--- src/rtl/mem_arb_pkg.sv ---
// Shared types and defaults for the instruction/data RAM arbiter.
package mem_arb_pkg;

  localparam int unsigned ADDR_W_DEF = 10;
  localparam int unsigned DATA_W_DEF = 32;
  localparam int unsigned DEPTH_DEF  = 128;

  typedef enum logic [1:0] {
    IDLE   = 2'd0,
    ACCESS = 2'd1,
    DONE   = 2'd2
  } state_t;

  // Index into the request vector: bit 0 = fetch, bit 1 = data.
  typedef enum logic {
    OWN_IF = 1'b0,
    OWN_DM = 1'b1
  } owner_t;

endpackage

--- src/rtl/mem_arbiter_rr_pick2.sv ---
// Two-way round-robin picker: a lone requester wins; on a tie the one not
// granted last time wins.
module rr_pick2
  import mem_arb_pkg::*;
(
  input  logic [1:0] req,
  input  owner_t     last,
  output logic       gnt_valid,
  output owner_t     gnt_id
);

  // Winner select
  always_comb begin
    gnt_valid = |req;
    gnt_id    = OWN_IF;
    if (req == 2'b11)
      gnt_id = (last == OWN_IF) ? OWN_DM : OWN_IF;
    else if (req[OWN_DM])
      gnt_id = OWN_DM;
  end

endmodule

--- src/rtl/mem_arbiter.sv ---
// Arbiter/sequencer sharing one single-port RAM between instruction fetch
// and the load/store unit. One grant = IDLE -> ACCESS -> DONE.
module mem_arbiter
  import mem_arb_pkg::*;
#(
  parameter int unsigned ADDR_W = ADDR_W_DEF,
  parameter int unsigned DATA_W = DATA_W_DEF,
  parameter int unsigned DEPTH  = DEPTH_DEF
) (
  input  logic              clk,
  input  logic              rst_n,
  input  logic              if_req,
  input  logic [ADDR_W-1:0] if_addr,
  output logic              if_ack,
  output logic [DATA_W-1:0] if_rdata,
  input  logic              dm_req,
  input  logic              dm_we,
  input  logic [ADDR_W-1:0] dm_addr,
  input  logic [DATA_W-1:0] dm_wdata,
  output logic              dm_ack,
  output logic [DATA_W-1:0] dm_rdata,
  output logic              dm_err,
  output logic [DATA_W-1:0] mem_dado,
  output logic [ADDR_W-1:0] mem_endereco,
  output logic              mem_write,
  input  logic [DATA_W-1:0] mem_saida,
  output logic              busy
);

  state_t state, state_nxt;
  owner_t owner, last_grant;
  owner_t gnt_id;
  logic   gnt_valid;
  logic   acc_we;   // latched dm_we of the current data access
  logic   acc_oor;  // current data access is out of range
  logic   dm_in_range;

  assign dm_in_range = (32'(dm_addr) < DEPTH);
  assign busy        = (state == ACCESS) || (state == DONE);

  rr_pick2 u_pick (
    .req       ({dm_req, if_req}),
    .last      (last_grant),
    .gnt_valid (gnt_valid),
    .gnt_id    (gnt_id)
  );

  // State register
  always_ff @(posedge clk or negedge rst_n) begin
    if (!rst_n) state <= IDLE;
    else        state <= state_nxt;
  end

  // Next state: requests are only looked at in IDLE
  always_comb begin
    state_nxt = state;
    case (state)
      IDLE:    if (gnt_valid) state_nxt = ACCESS;
      ACCESS:  state_nxt = DONE;
      DONE:    state_nxt = IDLE;
      default: state_nxt = IDLE;
    endcase
  end

  // Grant latching, RAM drive and response capture; reset kills a pending write
  always_ff @(posedge clk or negedge rst_n) begin
    if (!rst_n) begin
      owner        <= OWN_IF;
      last_grant   <= OWN_DM;
      acc_we       <= 1'b0;
      acc_oor      <= 1'b0;
      mem_endereco <= '0;
      mem_dado     <= '0;
      mem_write    <= 1'b0;
      if_ack       <= 1'b0;
      if_rdata     <= '0;
      dm_ack       <= 1'b0;
      dm_rdata     <= '0;
      dm_err       <= 1'b0;
    end else begin
      if_ack <= 1'b0;
      dm_ack <= 1'b0;
      dm_err <= 1'b0;
      case (state)
        IDLE: if (gnt_valid) begin
          owner      <= gnt_id;
          last_grant <= gnt_id;
          if (gnt_id == OWN_DM) begin
            mem_endereco <= dm_addr;
            mem_dado     <= dm_wdata;
            mem_write    <= dm_we & dm_in_range;
            acc_we       <= dm_we;
            acc_oor      <= ~dm_in_range;
          end else begin
            mem_endereco <= if_addr;
            mem_write    <= 1'b0;
            acc_we       <= 1'b0;
            acc_oor      <= 1'b0;
          end
        end
        ACCESS: begin
          mem_write <= 1'b0;
          if (owner == OWN_IF) begin
            if_rdata <= mem_saida;
            if_ack   <= 1'b1;
          end else begin
            dm_rdata <= (acc_we || acc_oor) ? '0 : mem_saida;
            dm_err   <= acc_oor;
            dm_ack   <= 1'b1;
          end
        end
        default: ;
      endcase
    end
  end

endmodule

--- config.mk ---
export PLATFORM = sky130hd
export DESIGN_NAME = mem_arbiter
export DESIGN_NICKNAME = d
export VERILOG_FILES = /design/src/rtl/mem_arb_pkg.sv /design/src/rtl/mem_arbiter_rr_pick2.sv /design/src/rtl/mem_arbiter.sv
export SDC_FILE = /design/constraint.sdc
export NUM_CORES = 1
export LEC_CHECK = 0
export CAP_MARGIN = 40
export CORE_MARGIN = 8
export CORE_UTILIZATION = 38
export DETAILED_ROUTE_END_ITERATION = 10
export PLACE_DENSITY_LB_ADDON = 0.3
export REMOVE_ABC_BUFFERS = 1
export SYNTH_ARGS = -nofsm -noshare
export SYNTH_HDL_FRONTEND = slang
export SYNTH_HIERARCHICAL = 1
export SYNTH_SLANG_ARGS = --single-unit
export TNS_END_PERCENT = 50
--- constraint.sdc ---
create_clock -name clk -period 1.49 [get_ports clk]
set_input_delay 0.298 -clock clk [delete_from_list [all_inputs] [get_ports clk]]
set_output_delay 0.298 -clock clk [all_outputs]
set_load 0.05 [all_outputs]
== Yosys cells after proc, flatten, opt, wreduce, memory -nomap -nowiden ==
Index checks and enable logic that the tools add are counted.
Widths: inputs -> output; s select.

* Bitwise logic cells: 3
* Equal/unequal tests: 4
* Reductions and logical operators: 10
* Mux-type cells: 18
* $lt $le $gt $ge: 1

{| class="wikitable"
|+ Operators by type and width
! kind !! count
|-
| $mux 32 || 1
|-
| $mux 1 || 13
|-
| $lt 10x8->1 const B || 1
|-
| $mux 10 || 1
|-
| $reduce_and 2->1 || 4
|-
| $eq 2x2->1 const B || 2
|-
| $pmux 2 s2 || 1
|-
| $reduce_and 3->1 || 1
|-
| $eq 2x1->1 const B || 1
|-
| $logic_not 2->1 || 1
|-
| $logic_or 1x1->1 || 2
|-
| $mux 2 || 1
|-
| $ne 2x2->1 const B || 1
|-
| $not 1->1 || 2
|-
| $pmux 1 s2 || 1
|-
| $reduce_bool 2->1 || 1
|-
| $reduce_or 2->1 || 1
|-
| $and 1x1->1 || 1
|}

* Output and inout bits: 111
* Bits in registers: 116
* Input port bits: 89
* Word-level logic and storage cells: 49

== Depth between registers and ports, before layout ==
Gate-level depths: netlist of the first run.

* Depth after elaboration: 5
* Gate-level depth with buffers: 7

== By module ==
Netlist of the first run, hierarchy kept.

{| class="wikitable"
|+ Modules (own cells, without submodules)
! module !! seq. area each (µm²) !! area an instance (µm²) !! instances !! cells each
|-
| mem_arbiter || 2904.0 || 4528.1 || 1 || 286
|-
| rr_pick2 || 0.0 || 13.8 || 1 || 2
|}

== Least setup slack after synthesis of the first run ==
Ideal clock, no wire load.

* Kind: register to register
* Start: register state[0]
* End: register mem_dado[26]
* Period minus slack after synthesis: 1.569 ns
* Cell stages (with the launch flop): 8
* Setup slack: -0.079 ns
* Data required time: 1.365 ns
* Buffers on the path: 3
* Data arrival time: 1.444 ns
* Setup time: 0.125 ns
* Cell sequence: dfrtp_1 > inv_1 > ha_1 > buf_6 > and3_4 > buf_6 > buf_6 > mux2_4

* Word-level cells in the longest chain between the ends: 2

{| class="wikitable"
|+ Ends and longest elaborated chain
! what !! RTL line !! RTL
|-
| from (decl) || mem_arbiter.sv:30 || <nowiki>state_t state, state_nxt;</nowiki>
|-
| from (signal assigned) || mem_arbiter.sv:51 || <nowiki>else state <= state_nxt;</nowiki>
|-
| $logic_not 2->1 || mem_arbiter.sv:84 || <nowiki>case (state)</nowiki>
|-
| $reduce_and 3->1 (no source line) || -- ||
|-
| to (signal assigned) || mem_arbiter.sv:90 || <nowiki>mem_dado <= dm_wdata;</nowiki>
|-
| to (decl) || mem_arbiter.sv:23 || <nowiki>output logic [DATA_W-1:0] mem_dado,</nowiki>
|}

No other way between the ends.
A chain may end at the register's enable or synchronous reset.

== Worst setup path in the final report of the first run ==
* Start: register state[0]
* End: output busy

* Word-level cells in the longest chain between the ends: 2
* Elaborated cells on any way between the ends: 3
* Classes of those cells: 2 x eq/ne; 1 x reduce/logical

{| class="wikitable"
|+ Ends and longest elaborated chain
! what !! RTL line !! RTL
|-
| $eq 2x1->1 / $eq 2x2->1 (equally long branches) || mem_arbiter.sv:39 || <nowiki>assign busy = (state == ACCESS) || (state == DONE);</nowiki>
|-
| $logic_or 1x1->1 (*) || mem_arbiter.sv:39 ||
|-
| to (decl) || mem_arbiter.sv:27 || <nowiki>output logic busy</nowiki>
|}

Every way passes the cells marked *; elsewhere a longest branch is shown, timed or not.

==> flow_metrics.env, run 1 <==
export IMPL_cp_data_required_time_ps=1190
export IMPL_crit_fanout=3
export IMPL_vias=3310
export IMPL_cts_sinks=116
export IMPL_startpoint="state[0]"
export IMPL_final_max_slew_viol_count=0
export IMPL_crit_chain="inv_2, ha_4, buf_12"
export IMPL_grt_pass1_wl_mm=21.7
export IMPL_grt_max_degree=43
export IMPL_drt_pass1_iterations=4
export IMPL_final_cells=664
export IMPL_start_util=0.383
export IMPL_hold_worst_slack_ps=343
export IMPL_hp_class="in2async"
export IMPL_worst_pin_slew_ps=349
export IMPL_rsz0062_at_grt="yes"
export IMPL_finalSetupViolations=25
export IMPL_yosysWarnings=6
export IMPL_place_congestion=0.755
export IMPL_routedWlPerCell_um=21.3
export IMPL_irDropWorstVdd_uv=1450
export IMPL_synth_distinct_cells=27
export IMPL_overflow=0
export IMPL_slew_headroom=0.767
export IMPL_multiInputGateArea_sq_mm=0.00153
export IMPL_route_detailed_drc=0
export IMPL_outcome="finished with violations"
export IMPL_drtIter0Drc=212
export IMPL_clock_path_buffers=2
export IMPL_synth_edf_count=0
export IMPL_start_kind="flip-flop"
export IMPL_finalCriticalPeriod_ps=1550
export IMPL_ctsRootBufferMaster="clkbuf_16"
export IMPL_ys_seq_area_frac=0.639
export IMPL_regArea_sq_mm=0.00290
export IMPL_core_sq_mm=0.0119
export IMPL_hpwlAfterDp_mm=10.4
export IMPL_die_width_um=125
export IMPL_fin_nets=596
export IMPL_worstPathArrival_ps=1250
export IMPL_wl_met2_mm=7.62
export IMPL_pin_count=200
export IMPL_synthCells=288
export IMPL_grt_usage=0.178
export IMPL_dpl_cell_count=630
export IMPL_htreeDepth=4
export IMPL_highest_layer="met4"
export IMPL_wl_met3_um=615
export IMPL_worst_slack_ps=-59.3
export IMPL_hold_viol=0
export IMPL_ys_ff_latch=116
export IMPL_tritoncts="yes"
export IMPL_rr_startpoint="state[1]"
export IMPL_syn_area_sq_mm=0.00454
export IMPL_violations="negative setup slack"
export IMPL_grt_pass1_vias=3755
export IMPL_cap_violations=0
export IMPL_path_clk_slew_ps=50
export IMPL_worstSetupPathType="reg2out"
export IMPL_worstSetupEndpointType="output port"
export IMPL_cts_buffers=17
export IMPL_antenna_found_initial=0
export IMPL_fillers=757
export IMPL_routed_wl_mm=14.1
export IMPL_ys_async_sr_fraction=1.00
export IMPL_rows=40
export IMPL_cp_slowest_stage_delay_ps=380
export IMPL_area_growth_pct=87.9
export IMPL_period_share=1.04
export IMPL_ys_flop_type="dfrtp_1"
export IMPL_clkLatencyLatePin_ps=410
export IMPL_diodes=0
export IMPL_fmax_mhz=645
export IMPL_finClkSkew_ps=6.10
export IMPL_viasPerCell=4.98
export IMPL_wl_met1_mm=5.33
export IMPL_fp_dieH_um=125
export IMPL_drive_gt1_frac=0.447
export IMPL_io_buffers=199
export IMPL_p_leak_nw=3.84
export IMPL_ant_nets=0
export IMPL_fp_dieArea_sq_mm=0.0157
export IMPL_power_density_mw_per_mm2=3020
export IMPL_avgSynthCellArea_sq_um=15.8
export IMPL_crit_slowest_cell="dfrtp_1"
-- layout by cell type, fill, tap and decap left out --
cell type | synthesis | layout
buf_12 | 2 | 119
dfrtp_1 | 115 | 115
clkdlybuf4s50_1 | 0 | 87
a22o_1 | 34 | 34
mux2_2 | 40 | 33
mux2_4 | 25 | 32
a21oi_1 | 20 | 20
clkbuf_16 | 0 | 18
mux2i_1 | 11 | 11
buf_4 | 3 | 10
clkbuf_8 | 0 | 6
clkbuf_1 | 6 | 4
clkinv_2 | 0 | 4
inv_2 | 0 | 2
inv_1 | 4 | 2
nand2_1 | 2 | 2
a21o_1 | 2 | 2
nand2b_4 | 0 | 1
and3_1 | 1 | 1
and4bb_2 | 1 | 1
and3_4 | 1 | 1
o21a_1 | 1 | 1
and2_2 | 0 | 1
nand2b_1 | 2 | 1
nor4_1 | 1 | 1
a32o_1 | 1 | 1
or3_1 | 1 | 1
ha_4 | 0 | 1
ha_1 | 2 | 1
dlygate4sd3_1 | 0 | 1
dfstp_2 | 1 | 1
or2_1 | 1 | 1
a21boi_2 | 0 | 1
-- synthesized netlist by cell type, drive strengths merged (2+ instances only) --
library cell	n	area share
a21o	2	0.0033
a21oi	20	0.022
a22o	34	0.066
and3	2	0.0039
buf	14	0.028
clkbuf	6	0.0050
dfrtp	115	0.63
ha	2	0.0055
inv	4	0.0033
mux2	65	0.18
mux2i	11	0.024
nand2	2	0.0017
nand2b	2	0.0028
-- metal layers --
layer | vias up | global-route usage
met5 | - | 0
met3 | 29 | 0.0527
li1 | 1485 | -
met2 | 115 | 0.314
met4 | 0 | 0.105
met1 | 1681 | 0.186
-- stage by stage --
stage / TNS [ps] / area (sq um) / util / worst slack, ps / power (mW)
after floorplan: -47190 / 4390 / - / -846 / 13.4
after global placement: -14680 / 7900 / 0.666 / -370 / 21.7
after detailed placement: -16000 / 7900 / 0.666 / -389 / 22.0
after CTS: -997 / 8460 / 0.714 / -78.5 / 25.8
after global routing: -4470 / 8530 / 0.720 / -113 / 26.7
final: -226 / 8530 / 0.720 / -59.3 / 25.8
-- registers in the layout, summed over array words and instances (netlist names), 2 cells and up --
register and cells:
if_rdata 32, dm_rdata 32, mem_dado 32, mem_endereco 10
state 2
-- critical path: cells and delay by family (launching register included) --
family,cells,cell delay [ps]
DFF,1,380
buffers and inverters,2,190
adders and majority gates,1,270
-- cells by family (layout without fill, tap and decap cells) --
kind of cell / count (synthesis) / in the layout / share of synthesized area
buffers and inverters: 24 / 253 / 0.0361
DFF: 116 / 116 / 0.639
and+or+nand+nor: 11 / 11 / 0.0165
adders and majority gates: 2 / 2 / 0.00551
AOI/OAI and AO/OA: 59 / 59 / 0.0964
muxes: 76 / 76 / 0.206
-- cell type report --
cell class	instances	share of cell area
clock inverter	4	0.00235
inverter	4	0.00176
sequential	116	0.340
timing repair buffer	218	0.394
multi-input combinational	148	0.179
clock buffer	27	0.0613
tap	147	0.0216
-- path summary, 6_finish.rpt --
check,cells after the start,slack [ps],end
setup / recovery,3,-60,busy
hold / removal,2,340,mem_endereco[5]
setup reg to reg,5,-30,dm_rdata[2]
hold reg to reg,1,510,acc_oor
max in group asynchronous,3,610,if_rdata[15]
min in group clk,2,510,mem_dado[22]
-- where the power goes --
group / internal, mW / switching, mW
logic: 7.98 / 7.67
registers: 4.75 / 1.73
clock network: 2.37 / 1.30
-- repair_timing --
| action | CTS | global route |
|---|---|---|
| buffers inserted | 0 | 1 |
| cloned | 0 | 1 |
| resized for setup | 3 | 11 |
| hold buffers | 1 | 0 |
| pin swaps | 0 | 1 |
| hold endpoints to repair | 17 | 0 |
| setup endpoints to repair | 70 | 82 |
(Power assumes the default switching activity.)
==> inputs of run 2 (changes only) <==
--- a/config.mk
+++ b/config.mk
@@ -6,7 +6,6 @@
 export NUM_CORES = 1
 export LEC_CHECK = 0
 export CAP_MARGIN = 40
-export CORE_MARGIN = 8
 export CORE_UTILIZATION = 38
 export DETAILED_ROUTE_END_ITERATION = 10
 export PLACE_DENSITY_LB_ADDON = 0.3
==> flow_metrics.env, run 2 (synthesis results as in run 1) <==
export IMPL_path_delay_family="flip-flops"
export IMPL_worst_pin_slew_ps=626
export IMPL_place_congestion=0.759
export IMPL_worst_r2r_path_depth=5
export IMPL_hold_viol=0
export IMPL_ant_nets=0
export IMPL_start_util=0.394
export IMPL_route_detailed_drc=24
export IMPL_grt_pass1_vias=3679
export IMPL_cp_data_required_time_ps=1780
export IMPL_htreeDepth=4
export IMPL_crit_slowest_cell="dfrtp_1"
export IMPL_routed_wl_mm=13.1
export IMPL_slew_headroom=0.583
export IMPL_clkLatencyLatePin_ps=410
export IMPL_cap_violations=0
export IMPL_finalCriticalPeriod_ps=1550
export IMPL_crit_chain="inv_2, ha_4, and3_4, clkbuf_16, mux2_4"
export IMPL_rsz0062_at_grt="yes"
export IMPL_clock_path_buffers=2
export IMPL_die_width_um=111
export IMPL_vias=3364
export IMPL_cp_slowest_stage_delay_ps=380
export IMPL_ctsRootBufferMaster="clkbuf_16"
export IMPL_area_growth_pct=90.0
export IMPL_drive_gt1_frac=0.457
export IMPL_core_sq_mm=0.0115
export IMPL_rows=39
export IMPL_violations="design-rule violations, negative setup slack"
export IMPL_irDropWorstVdd_uv=1730
export IMPL_cts_sinks=116
export IMPL_pin_count=200
export IMPL_drt_pass1_iterations=8
export IMPL_grt_max_degree=69
export IMPL_io_buffers=199
export IMPL_startpoint="state[0]"
export IMPL_cp_num_cells=5
export IMPL_fp_dieArea_sq_mm=0.0124
export IMPL_tritoncts="yes"
export IMPL_drtIter0Drc=134
export IMPL_crit_fanout=8
export IMPL_dpl_worst_slack_ps=-396
export IMPL_viasPerCell=5.07
export IMPL_fmax_mhz=644
export IMPL_most_common_layout_cells="buf_12, dfrtp_1, clkdlybuf4s50_1"
export IMPL_crit_buf_inv=2
export IMPL_r2r_end="mem_dado[30]"
export IMPL_worstSetupPathType="reg2reg"
export IMPL_diodes=0
export IMPL_grt_pass1_wl_mm=20.2
export IMPL_path_clk_slew_ps=50
export IMPL_worstSetupEndpointType="flip-flop"
export IMPL_p_leak_nw=3.88
export IMPL_rr_startpoint="state[0]"
export IMPL_fin_nets=599
export IMPL_antenna_found_initial=0
export IMPL_finClkSkew_ps=6.09
export IMPL_hp_class="in2async"
export IMPL_r2r_setup_slack_ps=-60
export IMPL_finalSetupViolations=83
export IMPL_hpwlAfterDp_mm=9.14
export IMPL_hold_worst_slack_ps=469
export IMPL_fp_dieH_um=111
export IMPL_cts_buffers=17
export IMPL_start_kind="flip-flop"
export IMPL_overflow=0
export IMPL_outcome="finished with violations"
export IMPL_period_share=1.04
export IMPL_final_max_slew_viol_count=0
export IMPL_worstPathArrival_ps=1840
export IMPL_grt_usage=0.217
export IMPL_power_density_mw_per_mm2=3040
export IMPL_layout_commonest_cell="buf_12"
export IMPL_worst_slack_ps=-61.9
export IMPL_routedWlPerCell_um=19.7
export IMPL_largestRegisters="dm_rdata x32, if_rdata x32, mem_dado x32"
export IMPL_endpoint="mem_dado[30]"
-- run 2: cell types whose count changed in the layout (fill, tap and decap cells not counted), sizes merged --
cell      before  now
buf          129  131
clkinv         4    7
clkbuf        28   23
bufinv         0    3
clkinvlp       0    1
-- run 2: power breakdown --
group / switching, mW / internal (mW) / total, mW / leakage [nW]
combinational: 7.61 / 8.10 / 15.7 / 2.18
sequential: 1.75 / 4.75 / 6.50 / 1.40
clock: 1.37 / 2.69 / 4.06 / 0.296
-- run 2: worst min-delay path by stage --
stage | startpoint | endpoint | slack [ps] | depth (start not counted)
2_1_floorplan | rst_n | acc_oor | 2 | 0
3_3_place_gp | rst_n | if_rdata[18] | 340 | 2
3_5_place_dp | rst_n | dm_rdata[23] | 350 | 2
4_1_cts | rst_n | dm_rdata[19] | 460 | 3
5_1_grt | rst_n | dm_rdata[23] | 480 | 3
6_report | rst_n | dm_rdata[19] | 470 | 3
-- run 2: timing repair --
item / in CTS / in global routing
endpoints found under the setup margin: 44 / 108
hold endpoints to repair: 67 / 0
hold buffers: 1 / 0
buffers inserted: 1 / 0
gates resized for setup: 4 / 10
cloned: 1 / 2
-- run 2: through the flow --
stage | power, mW | cell area [sq um] | util | cells | setup TNS, ps
global placement | 21.6 | 7890 | 0.685 | 627 | -14300
CTS | 26.3 | 8550 | 0.742 | 662 | -1110
global route | 27.1 | 8630 | 0.749 | 664 | -5580
finish | 26.3 | 8630 | 0.749 | 664 | -1820
floorplan | 13.4 | 4390 | - | 268 | -47190
detailed placement | 21.9 | 7890 | 0.685 | 627 | -14930
-- run 2: worst min-delay path, delay by kind of cell --
| family | cells | cell delay [ps] |
|---|---|---|
| buffers and inverters | 3 | 990 |
-- run 2: layout make-up --
cell class | count | area (sq um)
flip-flops and latches | 116 | 2900
clock buffers | 21 | 460
well taps | 143 | 179
repair buffers | 221 | 3410
multi-input cells | 148 | 1520
inverters | 4 | 15.0
fillers | 704 | 2890
clock inverters | 11 | 133
-- run 2: routing by layer --
layer,up-vias,part of all wire,wire length (um),track usage
met5,-,0,0,0
met3,26,0.048,627,0.0667
li1,1496,-,-,-
met2,114,0.53,6950,0.369
met1,1728,0.39,5080,0.249
met4,0,0.032,417,0.110
==> inputs of run 3 (changes only) <==
--- a/config.mk
+++ b/config.mk
@@ -6,7 +6,8 @@
 export NUM_CORES = 1
 export LEC_CHECK = 0
 export CAP_MARGIN = 40
-export CORE_UTILIZATION = 38
+export CORE_UTILIZATION = 45
+export CTS_CLUSTER_SIZE = 25
 export DETAILED_ROUTE_END_ITERATION = 10
 export PLACE_DENSITY_LB_ADDON = 0.3
 export REMOVE_ABC_BUFFERS = 1
==> constraint.sdc (replaced) <==
create_clock -name clk -period 2 [get_ports clk]
set_input_delay 0.4 -clock clk [delete_from_list [all_inputs] [get_ports clk]]
set_output_delay 0.4 -clock clk [all_outputs]
set_load 0.05 [all_outputs]
==> flow_metrics.env, run 3 (synthesis results as in run 1) <==
export IMPL_routedWlPerCell_um=17.4
export IMPL_diodes=0
export IMPL_grt_max_degree=68
export IMPL_viasPerCell=5.06
export IMPL_start_kind="flip-flop"
export IMPL_cp_slowest_stage_delay_ps=560
export IMPL_start_util=0.465
export IMPL_crit_slowest_cell="dlygate4sd2_1"
export IMPL_cts_buffers=17
export IMPL_die_width_um=102
export IMPL_route_detailed_drc=0
export IMPL_hold_viol=0
export IMPL_rsz0062_at_grt="no"
export IMPL_vias=3248
export IMPL_fp_dieArea_sq_mm=0.0105
export IMPL_clock_path_buffers=2
export IMPL_layout_commonest_cell="dfrtp_1"
export IMPL_cp_num_cells=1
export IMPL_fin_util=0.729
export IMPL_drtIter0Drc=57
export IMPL_largestRegisters="dm_rdata x32, if_rdata x32, mem_dado x32"
export IMPL_place_congestion=0.777
export IMPL_cts_sinks=116
export IMPL_core_sq_mm=0.00977
export IMPL_worst_r2r_path_depth=5
export IMPL_cp_data_required_time_ps=1600
export IMPL_worstSetupEndpointType="output port"
export IMPL_crit_buf_inv=1
export IMPL_worstSetupPathType="reg2out"
export IMPL_hpwlAfterDp_mm=8.02
export IMPL_hp_class="in2async"
export IMPL_finalSetupViolations=0
export IMPL_ant_nets=0
export IMPL_most_common_layout_cells="dfrtp_1, dlygate4sd2_1, clkdlybuf4s50_1"
export IMPL_path_clk_slew_ps=60
export IMPL_outcome="completed"
export IMPL_pin_count=200
export IMPL_r2r_end="mem_dado[5]"
export IMPL_grt_usage=0.223
export IMPL_slew_headroom=0.589
export IMPL_routed_wl_mm=11.2
export IMPL_drive_gt1_frac=0.220
export IMPL_finClkSkew_ps=9.34
export IMPL_crit_fanout=2
export IMPL_area_growth_pct=57.0
export IMPL_fp_dieH_um=102
export IMPL_clkLatencyLatePin_ps=510
export IMPL_ctsRootBufferMaster="clkbuf_8"
export IMPL_htreeDepth=4
export IMPL_rows=36
export IMPL_grt_pass1_wl_mm=17.3
export IMPL_overflow=0
export IMPL_worstPathArrival_ps=1410
export IMPL_fillers=719
export IMPL_fmax_mhz=551
export IMPL_postCtsSetupBuffers=0
export IMPL_io_buffers=199
export IMPL_rr_startpoint="state[0]"
export IMPL_period_share=0.907
export IMPL_worst_pin_slew_ps=617
export IMPL_antenna_found_initial=0
export IMPL_r2r_setup_slack_ps=380
export IMPL_grt_pass1_vias=3447
export IMPL_crit_chain="dlygate4sd2_1"
export IMPL_tritoncts="yes"
export IMPL_finalCriticalPeriod_ps=1810
export IMPL_fin_nets=588
export IMPL_final_max_slew_viol_count=0
export IMPL_path_delay_family="buffers and inverters"
export IMPL_drt_pass1_iterations=4
export IMPL_cap_violations=0
==> run 3: how the worst max path moves through the flow <==
stage	start	end	slack [ps]
after CTS	dm_rdata[5]	dm_rdata[5]	160
final	dm_rdata[5]	dm_rdata[5]	190
after global placement	dm_req	mem_dado[5]	40
after floorplan	dm_req	mem_dado[0]	-390
after global routing	state[0]	busy	120
after detailed placement	dm_req	mem_dado[5]	30
==> run 3: through the flow <==
step	hold slack (ps)	cell area, sq um	worst slack [ps]	setup TNS [ps]	cells
2_1_floorplan	104	4390	-394	-12050	268
3_5_place_dp	433	6680	28.2	0	610
6_report	424	7130	186	0	642
5_1_grt	468	7130	115	0	642
3_3_place_gp	433	6680	38.2	0	610
4_1_cts	436	7130	156	0	642
==> run 3: metal layers <==
| metal | track usage | share of wire | vias up |
|---|---|---|---|
| met5 | 0 | 0 | - |
| met4 | 0.0956 | 0.025 | 0 |
| met3 | 0.0588 | 0.048 | 25 |
| met2 | 0.385 | 0.53 | 103 |
| met1 | 0.261 | 0.39 | 1640 |
| li1 | - | - | 1480 |
==> run 3: layout make-up <==
cell class | count | area [sq um] | share of cell area
clock buffers | 22 | 473 | 0.0663
clock inverters | 9 | 103 | 0.0144
inverters | 4 | 15.0 | 0.00211
multi-input cells | 148 | 1470 | 0.207
flip-flops and latches | 116 | 2900 | 0.407
well taps | 133 | 166 | 0.0233
repair buffers | 210 | 1990 | 0.280
==> run 3: repair_timing <==
item,in CTS,in global routing
endpoints found under the hold margin,66,0
hold buffers,1,0
setup endpoints to repair,108,0
gates resized for setup,108,0
Power of run 3 is not shown: default switching activity piles up to over one toggle a cycle in this logic, so the estimate is an artifact.
